### config.mk
export PLATFORM = sky130hd
export DESIGN_NAME = mole_game_engine
export DESIGN_NICKNAME = d
export VERILOG_FILES = /design/src/rtl/mole_game_pkg.sv /design/src/rtl/mole_lfsr16.sv /design/src/rtl/mole_game_engine.sv
export SDC_FILE = /design/constraint.sdc
export NUM_CORES = 1
export LEC_CHECK = 0
export ABC_CLOCK_PERIOD_IN_PS = 2900
export CORE_ASPECT_RATIO = 1.25
export CORE_MARGIN = 2
export CORE_UTILIZATION = 54
export CTS_BUF_LIST = sky130_fd_sc_hd__clkbuf_16
export DETAILED_ROUTE_END_ITERATION = 7
export DONT_BUFFER_PORTS = 1
export PLACE_DENSITY_LB_ADDON = 0.15
export RECOVER_POWER = 50
export SETUP_SLACK_MARGIN = 0.4
export SLEW_MARGIN = 0
export SYNTH_ARGS = -nofsm -noshare
export SYNTH_HDL_FRONTEND = slang
export SYNTH_SLANG_ARGS = --single-unit
### constraint.sdc
create_clock -name clk -period 2.9 [get_ports clk]
set_input_delay 0.58 -clock clk [delete_from_list [all_inputs] [get_ports clk]]
set_output_delay 0.58 -clock clk [all_outputs]
set_load 0.03 [all_outputs]
### src/rtl/mole_game_pkg.sv
// Shared types and constants for the whack-a-mole game engine.
package mole_game_pkg;

  typedef enum logic [2:0] {
    S_IDLE = 3'd0,
    S_GAP  = 3'd1,
    S_UP   = 3'd2,
    S_HIT  = 3'd3,
    S_MISS = 3'd4,
    S_OVER = 3'd5
  } state_t;

  localparam int LEVEL_W = 3;
  localparam logic [LEVEL_W-1:0] LEVEL_MAX = '1;

  localparam logic [15:0] LFSR_SEED = 16'hACE1;
  // Taps 16,14,13,11 in the right-shifting Fibonacci form feed back from bits 0,2,3,5.
  localparam logic [15:0] LFSR_TAPS = 16'h002D;

  // Folds the low three LFSR bits onto 0..n_moles-1. Above four moles a single
  // conditional subtract is enough because the raw value never reaches 2*n_moles.
  function automatic logic [2:0] mole_index(input logic [15:0] lfsr, input int n_moles);
    logic [2:0] raw;
    raw = lfsr[2:0];
    if (2 * n_moles > 8) begin
      if (int'(raw) >= n_moles) return 3'(int'(raw) - n_moles);
      return raw;
    end
    return 3'(int'(raw) % n_moles);
  endfunction

endpackage

### src/rtl/mole_lfsr16.sv
// Free-running 16-bit Fibonacci LFSR used to pick which mole pops up.
module mole_lfsr16
  import mole_game_pkg::*;
(
  input  logic        clk,
  input  logic        rst_n,
  output logic [15:0] q
);

  logic feedback;

  assign feedback = ^(q & LFSR_TAPS);

  // Shift right every cycle, new bit enters at the top; reset reloads the seed.
  always_ff @(posedge clk) begin
    if (!rst_n) begin
      q <= LFSR_SEED;
    end else begin
      q <= {feedback, q[15:1]};
    end
  end

endmodule

### src/rtl/mole_game_engine.sv
// Whack-a-mole game engine: lights one mole at a time, scores presses,
// speeds up with level, and ends the game after too many misses.
module mole_game_engine
  import mole_game_pkg::*;
#(
  parameter int N_MOLES        = 4,
  parameter int TICK_DIV       = 1000,
  parameter int START_TIMEOUT  = 800,
  parameter int MIN_TIMEOUT    = 200,
  parameter int TIMEOUT_STEP   = 100,
  parameter int HITS_PER_LEVEL = 5,
  parameter int GAP_TICKS      = 50,
  parameter int MAX_MISSES     = 3,
  parameter int SCORE_W        = 8
) (
  input  logic                 clk,
  input  logic                 rst_n,
  input  logic                 start,
  input  logic [N_MOLES-1:0]   btn,
  output logic [N_MOLES-1:0]   mole_led,
  output logic [SCORE_W-1:0]   score,
  output logic [1:0]           misses,
  output logic [LEVEL_W-1:0]   level,
  output logic                 hit_pulse,
  output logic                 miss_pulse,
  output logic                 game_over
);

  localparam int MAX_TICKS = (START_TIMEOUT > GAP_TICKS) ? START_TIMEOUT : GAP_TICKS;
  localparam int TW        = $clog2(MAX_TICKS + 1);
  localparam int PW        = $clog2(TICK_DIV);
  localparam int HW        = (HITS_PER_LEVEL > 1) ? $clog2(HITS_PER_LEVEL) : 1;

  state_t          state_q;
  state_t          state_next;
  logic [PW-1:0]   presc_q;
  logic [TW-1:0]   tick_cnt_q;
  logic [TW-1:0]   timeout_q;
  logic [HW-1:0]   lvl_hits_q;
  logic [N_MOLES-1:0] btn_q;
  logic [N_MOLES-1:0] btn_rise;
  logic [2:0]      mole_idx_q;
  logic [2:0]      lfsr_idx;
  logic [2:0]      led_idx;
  logic [15:0]     lfsr_q;
  logic            tick;
  logic            wrong_press;
  logic            right_press;
  logic            up_expired;
  logic            gap_done;
  logic            last_miss;

  mole_lfsr16 u_lfsr (
    .clk   (clk),
    .rst_n (rst_n),
    .q     (lfsr_q)
  );

  assign lfsr_idx    = mole_index(lfsr_q, N_MOLES);
  assign btn_rise    = btn & ~btn_q;
  assign wrong_press = |(btn_rise & ~mole_led);
  assign right_press = |(btn_rise & mole_led);
  assign tick        = (presc_q == PW'(TICK_DIV - 1));
  assign gap_done    = tick && (tick_cnt_q == TW'(GAP_TICKS - 1));
  assign up_expired  = tick && (tick_cnt_q == timeout_q - TW'(1));
  assign last_miss   = (32'(misses) + 32'd1) >= 32'(MAX_MISSES);
  assign led_idx     = (state_q == S_GAP) ? lfsr_idx : mole_idx_q;

  // State register.
  always_ff @(posedge clk) begin
    if (!rst_n) begin
      state_q <= S_IDLE;
    end else begin
      state_q <= state_next;
    end
  end

  // Next-state logic; during UP a wrong press beats a correct one, and any press beats expiry.
  always_comb begin
    state_next = state_q;
    case (state_q)
      S_IDLE: if (start) state_next = S_GAP;
      S_GAP:  if (gap_done) state_next = S_UP;
      S_UP: begin
        if (wrong_press) state_next = S_MISS;
        else if (right_press) state_next = S_HIT;
        else if (up_expired) state_next = S_MISS;
      end
      S_HIT:  state_next = S_GAP;
      S_MISS: state_next = last_miss ? S_OVER : S_GAP;
      S_OVER: if (start) state_next = S_IDLE;
      default: state_next = S_IDLE;
    endcase
  end

  // Event strobes and the game-over flag decode straight from the state.
  always_comb begin
    hit_pulse  = 1'b0;
    miss_pulse = 1'b0;
    game_over  = 1'b0;
    case (state_q)
      S_HIT:  hit_pulse  = 1'b1;
      S_MISS: miss_pulse = 1'b1;
      S_OVER: game_over  = 1'b1;
      default: ;
    endcase
  end

  // Tick prescaler and per-state tick counter, both restarted whenever the state changes.
  always_ff @(posedge clk) begin
    if (!rst_n) begin
      presc_q    <= '0;
      tick_cnt_q <= '0;
    end else if (state_next != state_q) begin
      presc_q    <= '0;
      tick_cnt_q <= '0;
    end else if (tick) begin
      presc_q    <= '0;
      tick_cnt_q <= tick_cnt_q + TW'(1);
    end else begin
      presc_q    <= presc_q + PW'(1);
    end
  end

  // Previous button sample for rising-edge detection.
  always_ff @(posedge clk) begin
    if (!rst_n) begin
      btn_q <= '0;
    end else begin
      btn_q <= btn;
    end
  end

  // Latch the mole position on GAP exit and drive the LEDs only while UP will be the state.
  always_ff @(posedge clk) begin
    if (!rst_n) begin
      mole_idx_q <= '0;
      mole_led   <= '0;
    end else begin
      if (state_q == S_GAP && state_next == S_UP) begin
        mole_idx_q <= lfsr_idx;
      end
      mole_led <= (state_next == S_UP) ? (N_MOLES'(1) << led_idx) : '0;
    end
  end

  // Score, misses, level and the shrinking mole timeout.
  always_ff @(posedge clk) begin
    if (!rst_n) begin
      score      <= '0;
      misses     <= '0;
      level      <= '0;
      lvl_hits_q <= '0;
      timeout_q  <= TW'(START_TIMEOUT);
    end else begin
      case (state_q)
        S_IDLE: begin
          if (start) begin
            score      <= '0;
            misses     <= '0;
            level      <= '0;
            lvl_hits_q <= '0;
            timeout_q  <= TW'(START_TIMEOUT);
          end
        end
        S_HIT: begin
          if (score != {SCORE_W{1'b1}}) begin
            score <= score + SCORE_W'(1);
          end
          if (lvl_hits_q == HW'(HITS_PER_LEVEL - 1)) begin
            lvl_hits_q <= '0;
            if (level != LEVEL_MAX) begin
              level <= level + LEVEL_W'(1);
            end
            if (32'(timeout_q) >= 32'(MIN_TIMEOUT + TIMEOUT_STEP)) begin
              timeout_q <= timeout_q - TW'(TIMEOUT_STEP);
            end else begin
              timeout_q <= TW'(MIN_TIMEOUT);
            end
          end else begin
            lvl_hits_q <= lvl_hits_q + HW'(1);
          end
        end
        S_MISS: misses <= misses + 2'd1;
        default: ;
      endcase
    end
  end

endmodule

After elaboration in Yosys (flattened, before gate mapping). Cells that the tools add are included.

Register bits: 75. Latch bits: 0. RAM bits: 0. ROM bits: 0. Bits of input ports: 7. Output and inout bits: 20. Logic and storage cells: 91. Memories: 0.

$add $sub $neg: 9. $mul: 0. Divide/modulo/power cells: 0. $lt $le $gt $ge: 2. Equality and inequality tests: 17. Shift operators: 1. Multiplexer cells: 27. Bitwise operators: 6. Reductions and logical operators: 17.

Operators by type and width (count): 3-bit 2-to-1 mux (11); 10-bit 2-to-1 mux (3); 10-bit by 1-bit adder with 10-bit output (second input constant) (2); 10-bit case mux with 2 select lines (1); 3-bit case mux with 6 select lines (1); 8-bit 2-to-1 mux (2); 8-bit case mux with 2 select lines (1); 16-bit parity (1); 4-bit AND (3); 3-bit case mux with 2 select lines (2); 10-bit equality test (1); 10-bit equality test (second input constant) (1); 10-bit by 6-bit equality test with 1-bit output (second input constant) (1); 10-bit by 9-bit >= comparator with 1-bit output (second input constant) (1); 10-bit by 1-bit subtractor with 10-bit output (second input constant) (1); 10-bit by 7-bit subtractor with 10-bit output (second input constant) (1); 3-bit by 2-bit equality test with 1-bit output (second input constant) (3); 3-bit equality test (second input constant) (3); 8-bit by 1-bit adder with 8-bit output (second input constant) (1); 2-bit != test (second input constant) (4); 8-bit != test (second input constant) (1); 4-bit NOT (2); 4-bit OR reduction (2); 3-bit by 1-bit adder with 3-bit output (second input constant) (2); 19 further kinds (28).

Longest topological paths before layout. Gate-level depths: netlist (run 1).

Depth in word-level cells: 9. Depth in mapped cells: 9. Gate-level depth less buffers: 8.

By module. From an unflattened synthesis (run 1), not the netlist that was laid out.

Cells, all modules: 393. Area, all modules: 3641.0 um2.

By module, submodules not included: mole_game_engine (instances 1, cells each 357, area an instance 3188.1 um2, seq. area each 1141.1 um2); mole_lfsr16 (instances 1, cells each 36, area an instance 452.9 um2, seq. area each 320.3 um2).

Least setup slack after synthesis (run 1). No wires, ideal clock.

Path kind: register to register. Start point: register presc_q[0]. End point: register tick_cnt_q[0]. Library setup time: 0.115 ns. Arrival: 2.017 ns. Required time: 2.785 ns. Path slack: 0.769 ns. Cell stages (with the launch flop): 9. Buffers on the path: 1. Clock period less this slack: 2.131 ns. Cells stage by stage: dfxtp_1 -> ha_1 -> nand2_1 -> or4_4 -> nor4_2 -> nand4_2 -> o211ai_2 -> buf_6 -> nor2_1.

Cells in the longest elaborated chain, start to end: 8. Elaborated cells on any way between the ends: 10. Classes of those cells: eq/ne: 2; mux: 5; reduce/logical: 3.

RTL lines: start, declared (RTL line mole_game_engine.sv:36) `logic [PW-1:0] presc_q;`; start signal, assigned (RTL line mole_game_engine.sv:121) `presc_q <= presc_q + PW'(1);`; 10-bit equality test (*) (RTL line mole_game_engine.sv:63) `assign tick = (presc_q == PW'(TICK_DIV - 1));`; 1-bit logical AND (RTL line mole_game_engine.sv:65) `assign up_expired = tick && (tick_cnt_q == timeout_q - TW'(1));`; 3-bit 2-to-1 mux (RTL line mole_game_engine.sv:87) `else if (up_expired) state_next = S_MISS;`; 3-bit 2-to-1 mux (RTL line mole_game_engine.sv:86) `else if (right_press) state_next = S_HIT;`; 3-bit 2-to-1 mux (RTL line mole_game_engine.sv:85) `if (wrong_press) state_next = S_MISS;`; 3-bit case mux with 6 select lines (RTL line mole_game_engine.sv:81) `case (state_q)`; 3-bit != test (RTL line mole_game_engine.sv:114) `end else if (state_next != state_q) begin`; 2-bit OR reduction (no line); end signal, assigned (RTL line mole_game_engine.sv:119) `tick_cnt_q <= tick_cnt_q + TW'(1);`; end, declared (RTL line mole_game_engine.sv:37) `logic [TW-1:0] tick_cnt_q;`.

Every way passes the cells marked *; elsewhere a longest branch is shown, timed or not. A chain may end at the register's enable or synchronous reset.

Worst setup path in the final report (run 1).
Start point: register state_q[0]. End point: register timeout_q[4].

Cells in the longest elaborated chain, start to end: 3. Elaborated cells on any way between the ends: 7. Classes of those cells: eq/ne: 3; mux: 1; reduce/logical: 3.

RTL lines: start, declared (RTL line mole_game_engine.sv:34) `state_t state_q;`; start signal, assigned (RTL line mole_game_engine.sv:74) `state_q <= state_next;`; 3-bit by 2-bit equality test with 1-bit output / 3-bit logical NOT (equally long branches) (RTL line mole_game_engine.sv:156) `case (state_q)`; 2-bit != test (no line) / 2-bit nonzero test (equally long branches); 3-bit AND reduction (no line); end signal, assigned (RTL line mole_game_engine.sv:154) `timeout_q <= TW'(START_TIMEOUT);`; end signal, assigned (RTL line mole_game_engine.sv:163) `timeout_q <= TW'(START_TIMEOUT);`; end signal, assigned (RTL line mole_game_engine.sv:176) `timeout_q <= timeout_q - TW'(TIMEOUT_STEP);`; end, declared (RTL line mole_game_engine.sv:38) `logic [TW-1:0] timeout_q;`.

Several ways; a longest one is shown, not always the timed one.

==> results of run 1 <==
==> per-layer routing <==
layer	routed length (µm)	vias up
met5	0	-
met4	173	0
met3	204	14
met2	3250	29
met1	3070	1209
li1	-	1333
==> stage by stage <==
| step | power (µW) | util [%] | instance area [µm²] | worst slack (ps) | hold WS, ps |
|---|---|---|---|---|---|
| 2_1_floorplan | 1120 | - | 3450 | 769 | 386 |
| 3_3_place_gp | 1130 | 56.8 | 3500 | 507 | 401 |
| 3_5_place_dp | 1130 | 56.8 | 3500 | 417 | 395 |
| 4_1_cts | 2270 | 62.0 | 3820 | 496 | 320 |
| 5_1_grt | 2330 | 62.4 | 3850 | 327 | 328 |
| 6_report | 2260 | 62.4 | 3850 | 503 | 335 |
==> worst min path at each step <==
stage                                  startpoint  depth (start not counted)  slack [ps]                       to
after detailed placement  u_lfsr.q[14]$_SDFF_PN0_                          1         390  u_lfsr.q[13]$_SDFF_PN1_
after global placement     u_lfsr.q[7]$_SDFF_PN1_                          1         400   u_lfsr.q[6]$_SDFF_PN1_
final                                       rst_n                          1         340  u_lfsr.q[15]$_SDFF_PN1_
after floorplan           u_lfsr.q[11]$_SDFF_PN1_                          1         390  u_lfsr.q[10]$_SDFF_PN1_
after CTS                                   rst_n                          1         320  u_lfsr.q[15]$_SDFF_PN1_
after global routing                        rst_n                          1         330  u_lfsr.q[15]$_SDFF_PN1_
==> what timing repair did <==
action	in CTS	in global routing
endpoints found under the hold margin	0	0
resized for setup	1	1
hold buffers	0	0
setup endpoints to repair	2	17
setup buffers	0	1
cloned	0	0
pin swaps	0	2
==> synthesized netlist by cell type, drive strengths merged (2+ instances only) <==
cell type,instances,share of area (%)
or3,4,0.72
a21oi,9,1.3
ha,13,4.7
a221o,2,0.58
inv,13,1.4
nor2b,9,1.6
nand2b,11,2.0
o211a,2,0.58
nand3b,4,0.87
a31oi,2,0.36
nor2,43,4.7
or4,2,0.54
nand3,19,2.8
nand4,12,2.4
nor4,7,1.4
dfxtp,73,42
a31o,2,0.51
nand2,25,2.7
xor2,20,5.1
clkbuf,14,1.6
a21boi,6,1.3
and3,6,1.1
o21ai,19,2.8
and2,19,3.4
mux2i,5,1.4
a22oi,2,0.43
nor3,5,0.72
buf,4,0.76
xnor2,17,4.3
mux2,2,0.65
o311ai,2,0.51
nor3b,6,1.3
==> worst max-delay path: stages (launching register included) <==
cell and delay (ps):
sky130_fd_sc_hd__dfxtp_1 520, sky130_fd_sc_hd__and3b_1 230, sky130_fd_sc_hd__clkbuf_1 580, sky130_fd_sc_hd__nand3_1 390, sky130_fd_sc_hd__or3_1 430, sky130_fd_sc_hd__a21boi_0 160
==> flip-flops by register name (all words and copies together), names as in the netlist <==
register	cells
btn_q	4
mole_idx_q	2
presc_q	10
lvl_hits_q	3
state_q	3
mole_led	4
u_lfsr.q	16
misses	2
timeout_q	8
tick_cnt_q	10
level	3
score	8
==> where the power goes <==
| group | switching (µW) | internal, µW |
|---|---|---|
| Clock | 400 | 744 |
| Combinational | 43.0 | 36.9 |
| Sequential | 11.3 | 1020 |
==> final cells by class <==
type,count,area (µm²),share of cell area (%)
tap,85,106,2.76
clock buffer,9,225,5.85
multi-input combinational,286,1880,48.9
timing repair buffer,4,38.8,1.01
sequential,73,1460,38.0
clock inverter,6,85.1,2.21
inverter,13,48.8,1.27
==> cell families (layout without fill, tap and decap cells) <==
family                     count (synthesis)  count (layout)  synth area share, %
DFF                                       73              73                 42.3
and+or+nand+nor                          175             175                 27.0
buffers and inverters                     31              32                 3.73
AOI/OAI and AO/OA                         54              54                 10.7
xor gates and xnor gates                  37              37                 9.39
muxes                                      7               7                 2.10
adders and majority gates                 13              13                 4.71
==> impl_metrics.toml, run 1 <==
[sta]
relSlewSlack_pct = 49.6
fin_crit_ps = 2400
unrepaired_setup_endpoints_after_global_routing = "no"
timing.clock.skew_ps = 4.16
finalCritPeriodShare_pct = 82.6
fin_tns_setup_ps = 0
max_slew.worst_pin.slew_ps = 755
fmax_mhz = 417
setup_viol = 0
final_hold_viol_count = 0
maxSlewViolCount = 0

[detailed_routing]
drc_errors = 0
total_wirelength_of_the_detailed_routed_design_um = 6690
antenna_left = 0
post_drt_wl_per_cell_um = 14.1
post_drt_via_cell_ratio = 5.43
first_pass_iters = 4
drt-initial-drc-count = 70
vias = 2585

[logic_synthesis]
postSynthCellCount = 390
ys.flop_type = "sky130_fd_sc_hd__dfxtp_1"
yosys_warnings = 0
sequential_cell_area_fraction_in_the_yosys_report_pct = 42.3
synth.distinct_cells = 50
mean_instance_size_in_the_synthesized_netlist_um2 = 8.85
synth.net_count = 410
syn-cell-area_um2 = 3450
post_synth_edffs = 0
async_reset_ff_share_pct = 0
synth-seq-cells = 73

[placed_design]
place.detailed.hpwl_um = 4650
placed_cells = 460
routabilityCongestion = 0.806
portBuffers = 0

[pwr]
worst_ir_drop_vdd_v = 0.000555
leakagePower_uw = 0.00145
pd_cells_nw_per_um2 = 587

[floorplan]
coreArea_um2 = 6170
die_span_x_um = 75.5
io_pins = 27
design.die.area_um2 = 7050
row_count = 32
die_h_um = 93.4
initial_core_util_pct = 56.0

[finish]
drive_gt1_share_pct = 6.91
fill_cells = 560
stdcell_count = 476
antenna-diode-count = 0
mostFrequentLayoutCells = "sky130_fd_sc_hd__dfxtp_1, sky130_fd_sc_hd__nor2_1, sky130_fd_sc_hd__nand2_1"
design.final.nets = 407
layout_commonest_cell = "sky130_fd_sc_hd__dfxtp_1"
layout_overhead_on_the_synthesized_area_pct = 11.5

[clocking]
tritoncts_num_sinks = 73
cts-buffers-inserted = 9
buffer_type_at_the_clock_tree_root = "sky130_fd_sc_hd__clkbuf_16"
cts_tree = "done"
clk_latency_ps = 330
clk_pin_slew_worst_paths_ps = 60
htree_num_levels = 3
clock_path_buffers = 2

[critical_path]
reg2reg_setup_slack_ps = 500
worst-r2r-cell-count = 5
arrival_ps = 2650
cp.required_ps = 3150
r2r_end = "timeout_q[4]$_SDFFE_PN0P_"
timing_worst_setup_path_type = "reg2reg"
critPathLaunch = "state_q[0]$_SDFF_PN0_"
cp-endpoint = "timeout_q[4]$_SDFFE_PN0P_"
startpoint_type = "register"
path_max_fanout = 10
r2r-start = "state_q[0]$_SDFF_PN0_"
critical_path_capture_point_type = "register"

[job]
max_cap_viol_count = 0

[global_routing]
met3_grt_util_pct = 4.63
via_count_of_the_first_global_routing_pass = 2499
global_route.usage.total_pct = 20.6
grt_antenna_before_repair = 0
grt_pass1_wl_um = 11200
grt_start_max_net_pins = 45
groute.layer.met2.usage_pct = 33.0
globalRouteOverflowTotal = 0
busiest_layer = "met2"
met1_usage_pct = 25.2

[outcome]
run_status = "complete, no violations"

[min_path]
min-delay-path-class = "in2reg"
Power figures use the tool's default switching activity.
==> run 2, diff against run 1 <==
--- a/config.mk
+++ b/config.mk
@@ -5,7 +5,7 @@
 export SDC_FILE = /design/constraint.sdc
 export NUM_CORES = 1
 export LEC_CHECK = 0
-export ABC_CLOCK_PERIOD_IN_PS = 2900
+export ABC_CLOCK_PERIOD_IN_PS = 2190
 export CORE_ASPECT_RATIO = 1.25
 export CORE_MARGIN = 2
 export CORE_UTILIZATION = 54
==> constraint.sdc (replaced) <==
create_clock -name clk -period 2.19 [get_ports clk]
set_input_delay 0.438 -clock clk [delete_from_list [all_inputs] [get_ports clk]]
set_output_delay 0.438 -clock clk [all_outputs]
set_load 0.03 [all_outputs]
==> impl_metrics.toml, run 2 (synthesized netlist as in run 1, its figures left out) <==
[pwr]
sw_frac_of_total_pct = 23.6
comb_power_share_pct = 4.2
sequentialPowerShare_pct = 47.6
power.share.clock_pct = 48.2
pd_cells_nw_per_um2 = 685
leakagePower_uw = 0.00157
internal_power_uw = 2200
worst_ir_drop_vdd_v = 0.000570
switching_power_uw = 679

[job]
max_cap_viol_count = 0

[placed_design]
place.detailed.hpwl_um = 4950
routabilityCongestion = 0.908
post_dp_cell_area_um2 = 3740
placement.setup.worst_slack_ps = 75.5
portBuffers = 0

[clocking]
clk_pin_slew_worst_paths_ps = 60
cts_tree = "done"
tritoncts_num_sinks = 73
cts-buffers-inserted = 9
clk_latency_ps = 340
clock_path_buffers = 2
buffer_type_at_the_clock_tree_root = "sky130_fd_sc_hd__clkbuf_16"
htree_num_levels = 3

[floorplan]
coreArea_um2 = 6170
design.die.area_um2 = 7050
die_span_x_um = 75.5
die_h_um = 93.4
row_count = 32
initial_core_util_pct = 56.0
io_pins = 27

[global_routing]
globalRouteOverflowTotal = 0
global_route.usage.total_pct = 22.8
grt_pass1_wl_um = 12300
grt_start_max_net_pins = 45
via_count_of_the_first_global_routing_pass = 2661
grt_antenna_before_repair = 0

[finish]
layout_commonest_cell = "sky130_fd_sc_hd__dfxtp_1"
layout_overhead_on_the_synthesized_area_pct = 21.6
finish.instance_area_um2 = 4200
multi_input_area_um2 = 2050
sequential_cell_area_um2 = 1480
mostFrequentLayoutCells = "sky130_fd_sc_hd__dfxtp_1, sky130_fd_sc_hd__nor2_1, sky130_fd_sc_hd__nand2_1"
reg.largest.list = "u_lfsr.q (16), presc_q (10), tick_cnt_q (10)"
largest_register_ff_count = 16
design.final.nets = 437
antenna-diode-count = 0
fill_cells = 520
drive_gt1_share_pct = 19.2
regMostFlops = "u_lfsr.q"

[detailed_routing]
drt-initial-drc-count = 97
total_wirelength_of_the_detailed_routed_design_um = 7260
first_pass_iters = 4
antenna_left = 0
vias = 2756
drc_errors = 0
post_drt_via_cell_ratio = 5.44
post_drt_wl_per_cell_um = 14.3

[critical_path]
arrival_ps = 2280
path_max_fanout = 5
reg2reg_setup_slack_ps = 120
timing_worst_setup_path_type = "reg2reg"
startpoint_type = "register"
cp.required_ps = 2400
critical_path_capture_point_type = "register"

[sta]
fin_ws_ps = 125
relSlewSlack_pct = 64.2
timing.clock.skew_ps = 5.94
fmax_mhz = 484
finalCritPeriodShare_pct = 94.3
fin_crit_ps = 2070
fin_tns_setup_ps = 0
max_slew.worst_pin.slew_ps = 537
maxSlewViolCount = 0
setup_viol = 0
final_hold_viol_count = 0
unrepaired_setup_endpoints_after_global_routing = "yes"

[min_path]
min-delay-path-class = "in2reg"

[outcome]
run_status = "complete, no violations"
## run 2: changes by cell type in the layout (fill, tap and decap cells not counted), sizes merged
cell      delta
buf         +16
clkbuf      +14
bufinv       -2
inv          +2
clkinvlp     +1
## run 2: per-stage QoR
step	total power [µW]	util, %	hold slack [ps]	std cells
after global routing	2960	68.1	171	507
after CTS	2910	66.7	166	503
after global placement	1510	60.7	394	483
after detailed placement	1520	60.7	396	483
final	2880	68.1	182	507
after floorplan	1490	-	386	390
## run 2: power by group through the flow
stage                     clock [µW]  sequential (µW)  combinational (µW)
after floorplan                    0             1400                98.1
after global placement             0             1400                 114
after detailed placement           0             1400                 116
after CTS                       1420             1370                 123
after global routing            1460             1370                 136
final                           1390             1370                 121
## run 2: worst paths after layout
kind                                   from  cells after the start                      end
setup / recovery  timeout_q[2]$_SDFFE_PN0P_                      6   mole_led[3]$_SDFF_PN0_
setup reg to reg  timeout_q[2]$_SDFFE_PN0P_                      6   mole_led[3]$_SDFF_PN0_
hold reg to reg     u_lfsr.q[11]$_SDFF_PN1_                      1  u_lfsr.q[10]$_SDFF_PN1_
hold / removal                        rst_n                      1  u_lfsr.q[15]$_SDFF_PN1_
## run 2: what timing repair did
item                                    CTS  global route
hold buffers                              0             0
pin swaps                                 8            10
endpoints found under the setup margin   33            38
resized for setup                        18            22
gates cloned                              0             0
buffers inserted                          4             4
## run 2: critical path, cell delays in order (launching register included)
cell and delay (ps):
sky130_fd_sc_hd__dfxtp_4 350, sky130_fd_sc_hd__or3_4 400, sky130_fd_sc_hd__or4_4 430, sky130_fd_sc_hd__o21ai_2 200, sky130_fd_sc_hd__nand4_4 150, sky130_fd_sc_hd__a32oi_4 320, sky130_fd_sc_hd__nor4_1 90
## run 2: layout make-up
| type | instances | share of cell area, % |
|---|---|---|
| clock buffer | 9 | 5.37 |
| multi-input combinational | 286 | 48.9 |
| tap | 85 | 2.53 |
| timing repair buffer | 34 | 5.42 |
| inverter | 13 | 1.16 |
| clock inverter | 7 | 1.46 |
| sequential | 73 | 35.1 |
## run 2: layer usage
layer	track usage (%)	vias to the layer above	part of all wire [%]
met5	0	-	0
met4	10.5	0	2.4
li1	-	1400	-
met3	5.17	15	2.5
met2	38.3	32	52
met1	26.9	1309	43
